==> config.mk <==
export PLATFORM = sky130hd
export DESIGN_NAME = spi_reg_bank
export DESIGN_NICKNAME = d
export VERILOG_FILES = /design/src/rtl/spi_regs_pkg.sv /design/src/rtl/sync_edge.sv /design/src/rtl/spi_reg_bank.sv
export SDC_FILE = /design/constraint.sdc
export NUM_CORES = 1
export LEC_CHECK = 0
export ABC_CLOCK_PERIOD_IN_PS = 2400
export CORE_MARGIN = 1
export CORE_UTILIZATION = 45
export DETAILED_ROUTE_END_ITERATION = 16
export GPL_TIMING_DRIVEN = 0
export PLACE_DENSITY_LB_ADDON = 0.25
export SYNTH_ARGS = -nofsm -noshare
export SYNTH_HDL_FRONTEND = slang
export SYNTH_SLANG_ARGS = --single-unit
==> constraint.sdc <==
create_clock -name clk -period 2.4 [get_ports clk]
set_input_delay 0.48 -clock clk [delete_from_list [all_inputs] [get_ports clk]]
set_output_delay 0.48 -clock clk [all_outputs]
set_load 0.05 [all_outputs]
==> src/rtl/spi_regs_pkg.sv <==
// Shared definitions for the SPI register bank.
//   ADDR_W      width of the register address carried in a command byte
//   CMD_RW_BIT  bit of the command byte that selects read (1) or write (0)
//   spi_state_e bus FSM states
//   addr_mapped true when an address falls inside the implemented register range
package spi_regs_pkg;

   localparam int ADDR_W     = 7;
   localparam int CMD_RW_BIT = 7;

   typedef enum logic [1:0] {
      IDLE = 2'd0,
      CMD  = 2'd1,
      DATA = 2'd2
   } spi_state_e;

   function automatic logic addr_mapped(input logic [ADDR_W-1:0] addr,
                                        input int num_regs);
      return int'(addr) < num_regs;
   endfunction

endpackage

==> src/rtl/sync_edge.sv <==
// Two-flop synchroniser for an asynchronous pin followed by one delay flop
// for edge detection. A pin edge shows up on rise/fall two clocks after it
// is captured, so logic acting on the pulse responds on the third clock.
//   clk    in  system clock
//   rst_n  in  asynchronous active-low reset (all flops load RESET_VAL)
//   din    in  asynchronous pin
//   level  out synchronised pin level
//   rise   out one-clock pulse on a synchronised 0->1 transition
//   fall   out one-clock pulse on a synchronised 1->0 transition
module sync_edge #(
   parameter logic RESET_VAL = 1'b0
) (
   input  logic clk,
   input  logic rst_n,
   input  logic din,
   output logic level,
   output logic rise,
   output logic fall
);

   logic meta_q;
   logic sync_q;
   logic prev_q;

   always_ff @(posedge clk or negedge rst_n) begin
      if (!rst_n) begin
         meta_q <= RESET_VAL;
         sync_q <= RESET_VAL;
         prev_q <= RESET_VAL;
      end else begin
         meta_q <= din;
         sync_q <= meta_q;
         prev_q <= sync_q;
      end
   end

   assign level = sync_q;
   assign rise  = sync_q & ~prev_q;
   assign fall  = ~sync_q & prev_q;

endmodule

==> src/rtl/spi_reg_bank.sv <==
// SPI mode-0 slave register file. The SPI pins are oversampled in the clk
// domain; the first byte of a transaction is a {rw, addr} command, following
// bytes are data written to (rw=0) or read from (rw=1) consecutive addresses.
//   clk        in  system clock
//   rst_n      in  asynchronous active-low reset
//   SCLK       in  SPI clock, idle low, asynchronous
//   SSEL       in  SPI select, active low, asynchronous
//   MOSI       in  SPI data in, MSB first
//   MISO       out SPI data out, MSB first, 0 while deselected
//   regs_flat  out all registers, reg[i] = regs_flat[8*i+7:8*i]
//   wr_strobe  out one-clock pulse the clock after a register is written
//   wr_addr    out address of the last write, valid while wr_strobe=1
//   busy       out high while the synchronised SSEL is low
//
// Handshake: there is no flow control. wr_strobe is a single-cycle pulse
// with wr_addr and the new register contents already stable on that cycle;
// consumers never back-pressure.
module spi_reg_bank
   import spi_regs_pkg::*;
#(
   parameter int         NUM_REGS  = 8,
   parameter logic [7:0] RESET_VAL = 8'h00
) (
   input  logic                  clk,
   input  logic                  rst_n,
   input  logic                  SCLK,
   input  logic                  SSEL,
   input  logic                  MOSI,
   output logic                  MISO,
   output logic [NUM_REGS*8-1:0] regs_flat,
   output logic                  wr_strobe,
   output logic [ADDR_W-1:0]     wr_addr,
   output logic                  busy
);

   // ---------------------------------------------------------------
   // Pin synchronisation
   // ---------------------------------------------------------------
   logic sclk_lvl, sclk_rise, sclk_fall;
   logic ssel_lvl, ssel_rise, ssel_fall;
   logic mosi_meta_q, mosi_q;

   sync_edge #(.RESET_VAL(1'b0)) u_sclk_sync (
      .clk   (clk),
      .rst_n (rst_n),
      .din   (SCLK),
      .level (sclk_lvl),
      .rise  (sclk_rise),
      .fall  (sclk_fall)
   );

   sync_edge #(.RESET_VAL(1'b1)) u_ssel_sync (
      .clk   (clk),
      .rst_n (rst_n),
      .din   (SSEL),
      .level (ssel_lvl),
      .rise  (ssel_rise),
      .fall  (ssel_fall)
   );

   // MOSI gets the same two-flop delay as the SCLK level, so the bit seen
   // on a detected rise is the one the master set up before that rise.
   always_ff @(posedge clk or negedge rst_n) begin
      if (!rst_n) begin
         mosi_meta_q <= 1'b0;
         mosi_q      <= 1'b0;
      end else begin
         mosi_meta_q <= MOSI;
         mosi_q      <= mosi_meta_q;
      end
   end

   // Level of SCLK and the SSEL rise pulse carry no extra information here:
   // the synced SSEL level already forces IDLE.
   logic unused_sync;
   assign unused_sync = sclk_lvl ^ ssel_rise;

   // ---------------------------------------------------------------
   // Bus FSM
   // ---------------------------------------------------------------
   spi_state_e state_q, state_d;

   logic [2:0]        bit_cnt_q;
   logic [6:0]        rx_q;
   logic [7:0]        rx_byte;
   logic              rw_q;
   logic [ADDR_W-1:0] addr_q;
   logic [7:0]        tx_q;
   logic              load_pend_q;
   logic [7:0]        rd_data;

   logic start;
   logic cmd_done;
   logic data_done;
   logic shift_en;
   logic tx_fall;
   logic do_write;

   always_ff @(posedge clk or negedge rst_n) begin
      if (!rst_n) begin
         state_q <= IDLE;
      end else begin
         state_q <= state_d;
      end
   end

   always_comb begin
      state_d   = state_q;
      start     = 1'b0;
      cmd_done  = 1'b0;
      data_done = 1'b0;
      // Synced SSEL high overrides everything, including a byte completing
      // on the same clock, so a truncated transaction never writes.
      if (ssel_lvl) begin
         state_d = IDLE;
      end else begin
         case (state_q)
            IDLE: begin
               if (ssel_fall) begin
                  state_d = CMD;
                  start   = 1'b1;
               end
            end
            CMD: begin
               if (sclk_rise && bit_cnt_q == 3'd7) begin
                  state_d  = DATA;
                  cmd_done = 1'b1;
               end
            end
            DATA: begin
               if (sclk_rise && bit_cnt_q == 3'd7) begin
                  data_done = 1'b1;
               end
            end
            default: state_d = IDLE;
         endcase
      end
   end

   assign shift_en = !ssel_lvl && (state_q != IDLE) && sclk_rise;
   assign tx_fall  = !ssel_lvl && (state_q != IDLE) && sclk_fall;
   assign rx_byte  = {rx_q, mosi_q};
   assign do_write = data_done && !rw_q && addr_mapped(addr_q, NUM_REGS);

   // ---------------------------------------------------------------
   // Shifters and address tracking
   // ---------------------------------------------------------------
   always_ff @(posedge clk or negedge rst_n) begin
      if (!rst_n) begin
         bit_cnt_q   <= 3'd0;
         rx_q        <= 7'd0;
         rw_q        <= 1'b0;
         addr_q      <= '0;
         tx_q        <= 8'h00;
         load_pend_q <= 1'b0;
      end else if (ssel_lvl || start) begin
         bit_cnt_q   <= 3'd0;
         rx_q        <= 7'd0;
         tx_q        <= 8'h00;
         load_pend_q <= 1'b0;
      end else begin
         if (shift_en) begin
            bit_cnt_q <= bit_cnt_q + 3'd1;
            rx_q      <= rx_byte[6:0];
         end
         if (cmd_done) begin
            rw_q        <= rx_byte[CMD_RW_BIT];
            addr_q      <= rx_byte[ADDR_W-1:0];
            load_pend_q <= 1'b1;
         end
         // Burst auto-increment; 7-bit arithmetic wraps 127 -> 0.
         if (data_done) begin
            addr_q      <= addr_q + 7'd1;
            load_pend_q <= 1'b1;
         end
         // The first fall after a completed byte loads the next read value,
         // so its MSB is on MISO before the master's first rise of the byte.
         if (tx_fall) begin
            if (load_pend_q) begin
               tx_q        <= rd_data;
               load_pend_q <= 1'b0;
            end else begin
               tx_q <= {tx_q[6:0], 1'b0};
            end
         end
      end
   end

   assign MISO = tx_q[7];
   assign busy = ~ssel_lvl;

   // ---------------------------------------------------------------
   // Register array
   // ---------------------------------------------------------------
   logic [7:0] regs_q [NUM_REGS];

   always_ff @(posedge clk or negedge rst_n) begin
      if (!rst_n) begin
         for (int i = 0; i < NUM_REGS; i++) begin
            regs_q[i] <= RESET_VAL;
         end
      end else if (do_write) begin
         for (int i = 0; i < NUM_REGS; i++) begin
            if (addr_q == ADDR_W'(i)) begin
               regs_q[i] <= rx_byte;
            end
         end
      end
   end

   // Unmapped addresses match no entry and read as zero; writes read zero.
   always_comb begin
      rd_data = 8'h00;
      if (rw_q) begin
         for (int i = 0; i < NUM_REGS; i++) begin
            if (addr_q == ADDR_W'(i)) begin
               rd_data = regs_q[i];
            end
         end
      end
   end

   always_ff @(posedge clk or negedge rst_n) begin
      if (!rst_n) begin
         wr_strobe <= 1'b0;
         wr_addr   <= '0;
      end else begin
         wr_strobe <= do_write;
         if (do_write) begin
            wr_addr <= addr_q;
         end
      end
   end

   for (genvar g = 0; g < NUM_REGS; g++) begin : g_flat
      assign regs_flat[8*g +: 8] = regs_q[g];
   end

endmodule

==> impl_summary.txt <==
----------------------------------------------------
[Worst setup path]
  Max FO, Critical Path ... 7
  Crit end category ... flip-flop
  Buffers & Inverters on Critical Path ... 0
  Maximum single-stage delay on the critical path ... between 0.7 and 0.8 ns
  Top delay family on crit path ... simple AND/OR/NAND/NOR gates
  Required time at the endpoint of the critical path ... approximately 2.7 ns
  Crit-path cells ... or4_1 > nor3_4 > o311ai_2 > a211o_1 > nand3_1
  Slowest cell on the critical path ... or4_1
  Arrival @ worst endpoint ... between 2 and 3 ns
  Path type of the worst setup path ... flip-flop to flip-flop
  CP Launch Type ... flip-flop
  Setup slack on the worst flop-to-flop path ... between 0.04 and 0.05 ns

[Final layout]
  Combined area of the multi-input logic cells ... between 2000 and 2500 um2
  Layout area overhead ... 28.3%
  Most frequent standard cell in the layout excluding fill and tap cells ... dfrtp_1
  Post-layout net count ... 538
  Share of final-layout standard cells stronger than drive strength 1 ... 0.258
  Non-filler instance count after layout ... between 600 and 700
  Area taken by flip-flops and latches ... 2730 um2
  Commonest cells after routing, fill and taps aside ... dfrtp_1, clkdlybuf4s50_1, mux2_2, nand2_1, nor2_1
  Total of fill cells in the finished design ... about 930
  Number of inserted diodes ... 0

[Synth]
  Biggest area contributors in the synthesized netlist ... dfrtp_1, mux2_2, nand2_1
  Yosys reg bits ... ~110
  Post-synth design cell area ... approximately 5000 um2
  Synthesized instance count ... 429
  Synthesized net count ... 440
  Yosys Warn Count ... 0
  Fraction of registers with async set or reset after synthesis ... 1.00
  Number of enable flip-flop cells after synthesis ... 0
  Unique cell type count in the Yosys netlist ... between 50 and 60
  Share of the yosys chip area belonging to registers ... 0.542
  Synth area leader ... dfrtp_1
  Area fraction of the dominant cell type after synthesis ... 0.526
  Most used DFF post-synth ... dfrtp_1
  Synth Area per Inst ... around 12 um2

[Clock tree]
  Clk Tree Root Cell ... clkbuf_8
  Clock Pin Slew Worst Setup and Hold Paths ... roughly 0.10 ns
  Num CTS Buffers ... 9
  CTS H-Tree Depth ... 3
  Clock sink count ... 109
  Worst skew pair latency ... roughly 0.38 ns
  CTS tree ... built
  Deepest clock path buffer count ... 2

[GRT]
  Number of antenna violations at the first check in global routing ... 0
  First-pass GRT wire length ... 20.6 mm
  Total global routing track utilization ... 0.241
  Total overflow reported by the global router ... 0
  Number of global-route vias before repair ... about 3800
  Maximum number of pins on one net before global-route repair ... between 50 and 60

[STA]
  Final period utilization ... 0.981
  Final count of negative-setup-slack endpoints ... 0
  Maximum clock frequency ... 0.425 GHz
  Final Slew Violations ... 0
  Setup repair after global routing missed its margin ... true
  Max transition margin ... 0.403
  Slew of the pin with the lowest slew margin ... 0.889 ns
  Worst clock skew ... just under 0.01 ns
  Setup WS post-layout ... roughly 0.045 ns
  Tmin final ... between 2 and 2.5 ns
  Final hold violation count ... 0

[Floorplan]
  Chip Width ... approximately 110 um
  Die area ... 11600 um2
  Initial Utilization ... 0.463
  Area of the core ... ~11000 um2
  Site row count ... 38
  Die outline height ... 108 um
  Number of ports placed on the die boundary ... 79

[Placed design]
  HPWL after detailed placement ... 9.28 mm
  Routability-driven placement congestion ratio ... 0.903
  Worst-case setup slack after placement ... -0.246 ns
  IO buf count ... between 70 and 80
  Placed Cells ... 648

[Detailed routing]
  Starting DRC count in detailed routing ... between 200 and 250
  Routed vias ... about 4000
  Total wire length ... 13.5 mm
  DR DRC count ... 0
  Detailed Routing Iterations Pass 1 ... 5
  Average via count per standard cell ... 5.80
  Detail Route Antenna Nets ... 0
  Post-DR wirelength/cell ... approximately 20 um

[Power and ir drop]
  Leakage power total ... ~2.9 nW
  Total power ... about 3 mW
  Max rail drop VDD ... between 0.2 and 0.3 mV
  Power per standard cell area ... roughly 470 nW/um2

[Job]
  Maximum capacitance violations ... 0

[Hold path]
  Class of the tightest hold or removal check ... primary input to asynchronous set/reset pin

[Status]
  Result of the run ... finished clean

----------------------------------------------------
final timing paths:
check                                 start                 end  depth (start not counted)
max in group asynchronous             rst_n  u_ssel_sync.meta_q                          2
worst max-delay path              addr_q[4]             tx_q[5]                          5
worst min-delay path                  rst_n       regs_flat[14]                          1
worst min register to register  mosi_meta_q              mosi_q                          0
worst max register to register    addr_q[4]             tx_q[5]                          5
min in group clk                mosi_meta_q              mosi_q                          0
cell usage after synthesis, drive strengths merged (3+ instances only):
master	count
a21oi	14
o22ai	9
or3	3
dfstp	3
o311ai	5
a221oi	5
o21ai	16
or4b	4
a22oi	3
nand3	12
nor2b	12
nor4b	6
inv	9
mux2	68
nand2b	5
nand3b	3
nand2	32
buf	7
a211o	6
nor2	25
a222oi	5
mux2i	10
nor3	8
dfrtp	106
clkbuf	20
a211oi	3
ha	6
through the flow:
| stage | utilization | hold slack [ns] | setup TNS, ns | instance area [um2] |
|---|---|---|---|---|
| after global routing | 0.594 | 0.197 | -0.107 | 6460 |
| final | 0.594 | 0.153 | 0 | 6460 |
| after global placement | 0.551 | 0.333 | -343.65 | 5990 |
| after floorplan | - | 0.184 | 0 | 5040 |
| after CTS | 0.579 | 0.170 | -0.0414 | 6300 |
| after detailed placement | 0.553 | 0.336 | -5.36 | 6020 |
cell families after synthesis:
group | Yosys count | share of synthesized area
XOR/XNOR | 2 | 0.00348
flip-flops | 109 | 0.542
buffers and inverters | 36 | 0.0283
AO/OA/AOI/OAI | 77 | 0.107
multiplexers | 78 | 0.172
adder cells (fa/ha/maj) | 6 | 0.0149
AND/OR/NAND/NOR | 121 | 0.133
flip-flops by register name, summed over array words and instances (netlist names), 2 cells and up:
signal and flops:
addr_q 7, bit_cnt_q 3, regs_flat 64, rx_q 7
state_q 2, tx_q 8, wr_addr 7
repair_timing:
| item | 4_1_cts | 5_1_grt |
|---|---|---|
| resized for setup | 15 | 33 |
| hold buffers | 0 | 0 |
| buffers inserted | 4 | 5 |
| setup endpoints to repair | 62 | 25 |
| pin swaps | 1 | 5 |
power by group:
group	switching (mW)	total [mW]	internal, mW	leakage [nW]
combinational	0.0609	0.0839	0.0230	1.25
sequential	0.00847	1.85	1.85	1.50
clock	0.635	1.12	0.484	0.100
layout make-up:
| type | instances | area share |
|---|---|---|
| clock buffer | 10 | 0.0197 |
| clock inverter | 6 | 0.00968 |
| inverter | 9 | 0.00523 |
| sequential | 109 | 0.423 |
| timing repair buffer | 88 | 0.137 |
| tap | 140 | 0.0271 |
| buffer | 26 | 0.0199 |
| multi-input combinational | 284 | 0.358 |
per-layer routing:
metal,share of wire,wire [um],global-route usage,up-vias
met5,0,0,0,-
met4,0.031,417,0.107,0
met3,0.058,785,0.0533,25
met2,0.46,6190,0.363,135
met1,0.45,6100,0.333,1970
li1,-,-,-,1767
Note: power is estimated with default switching activity, not from simulation.
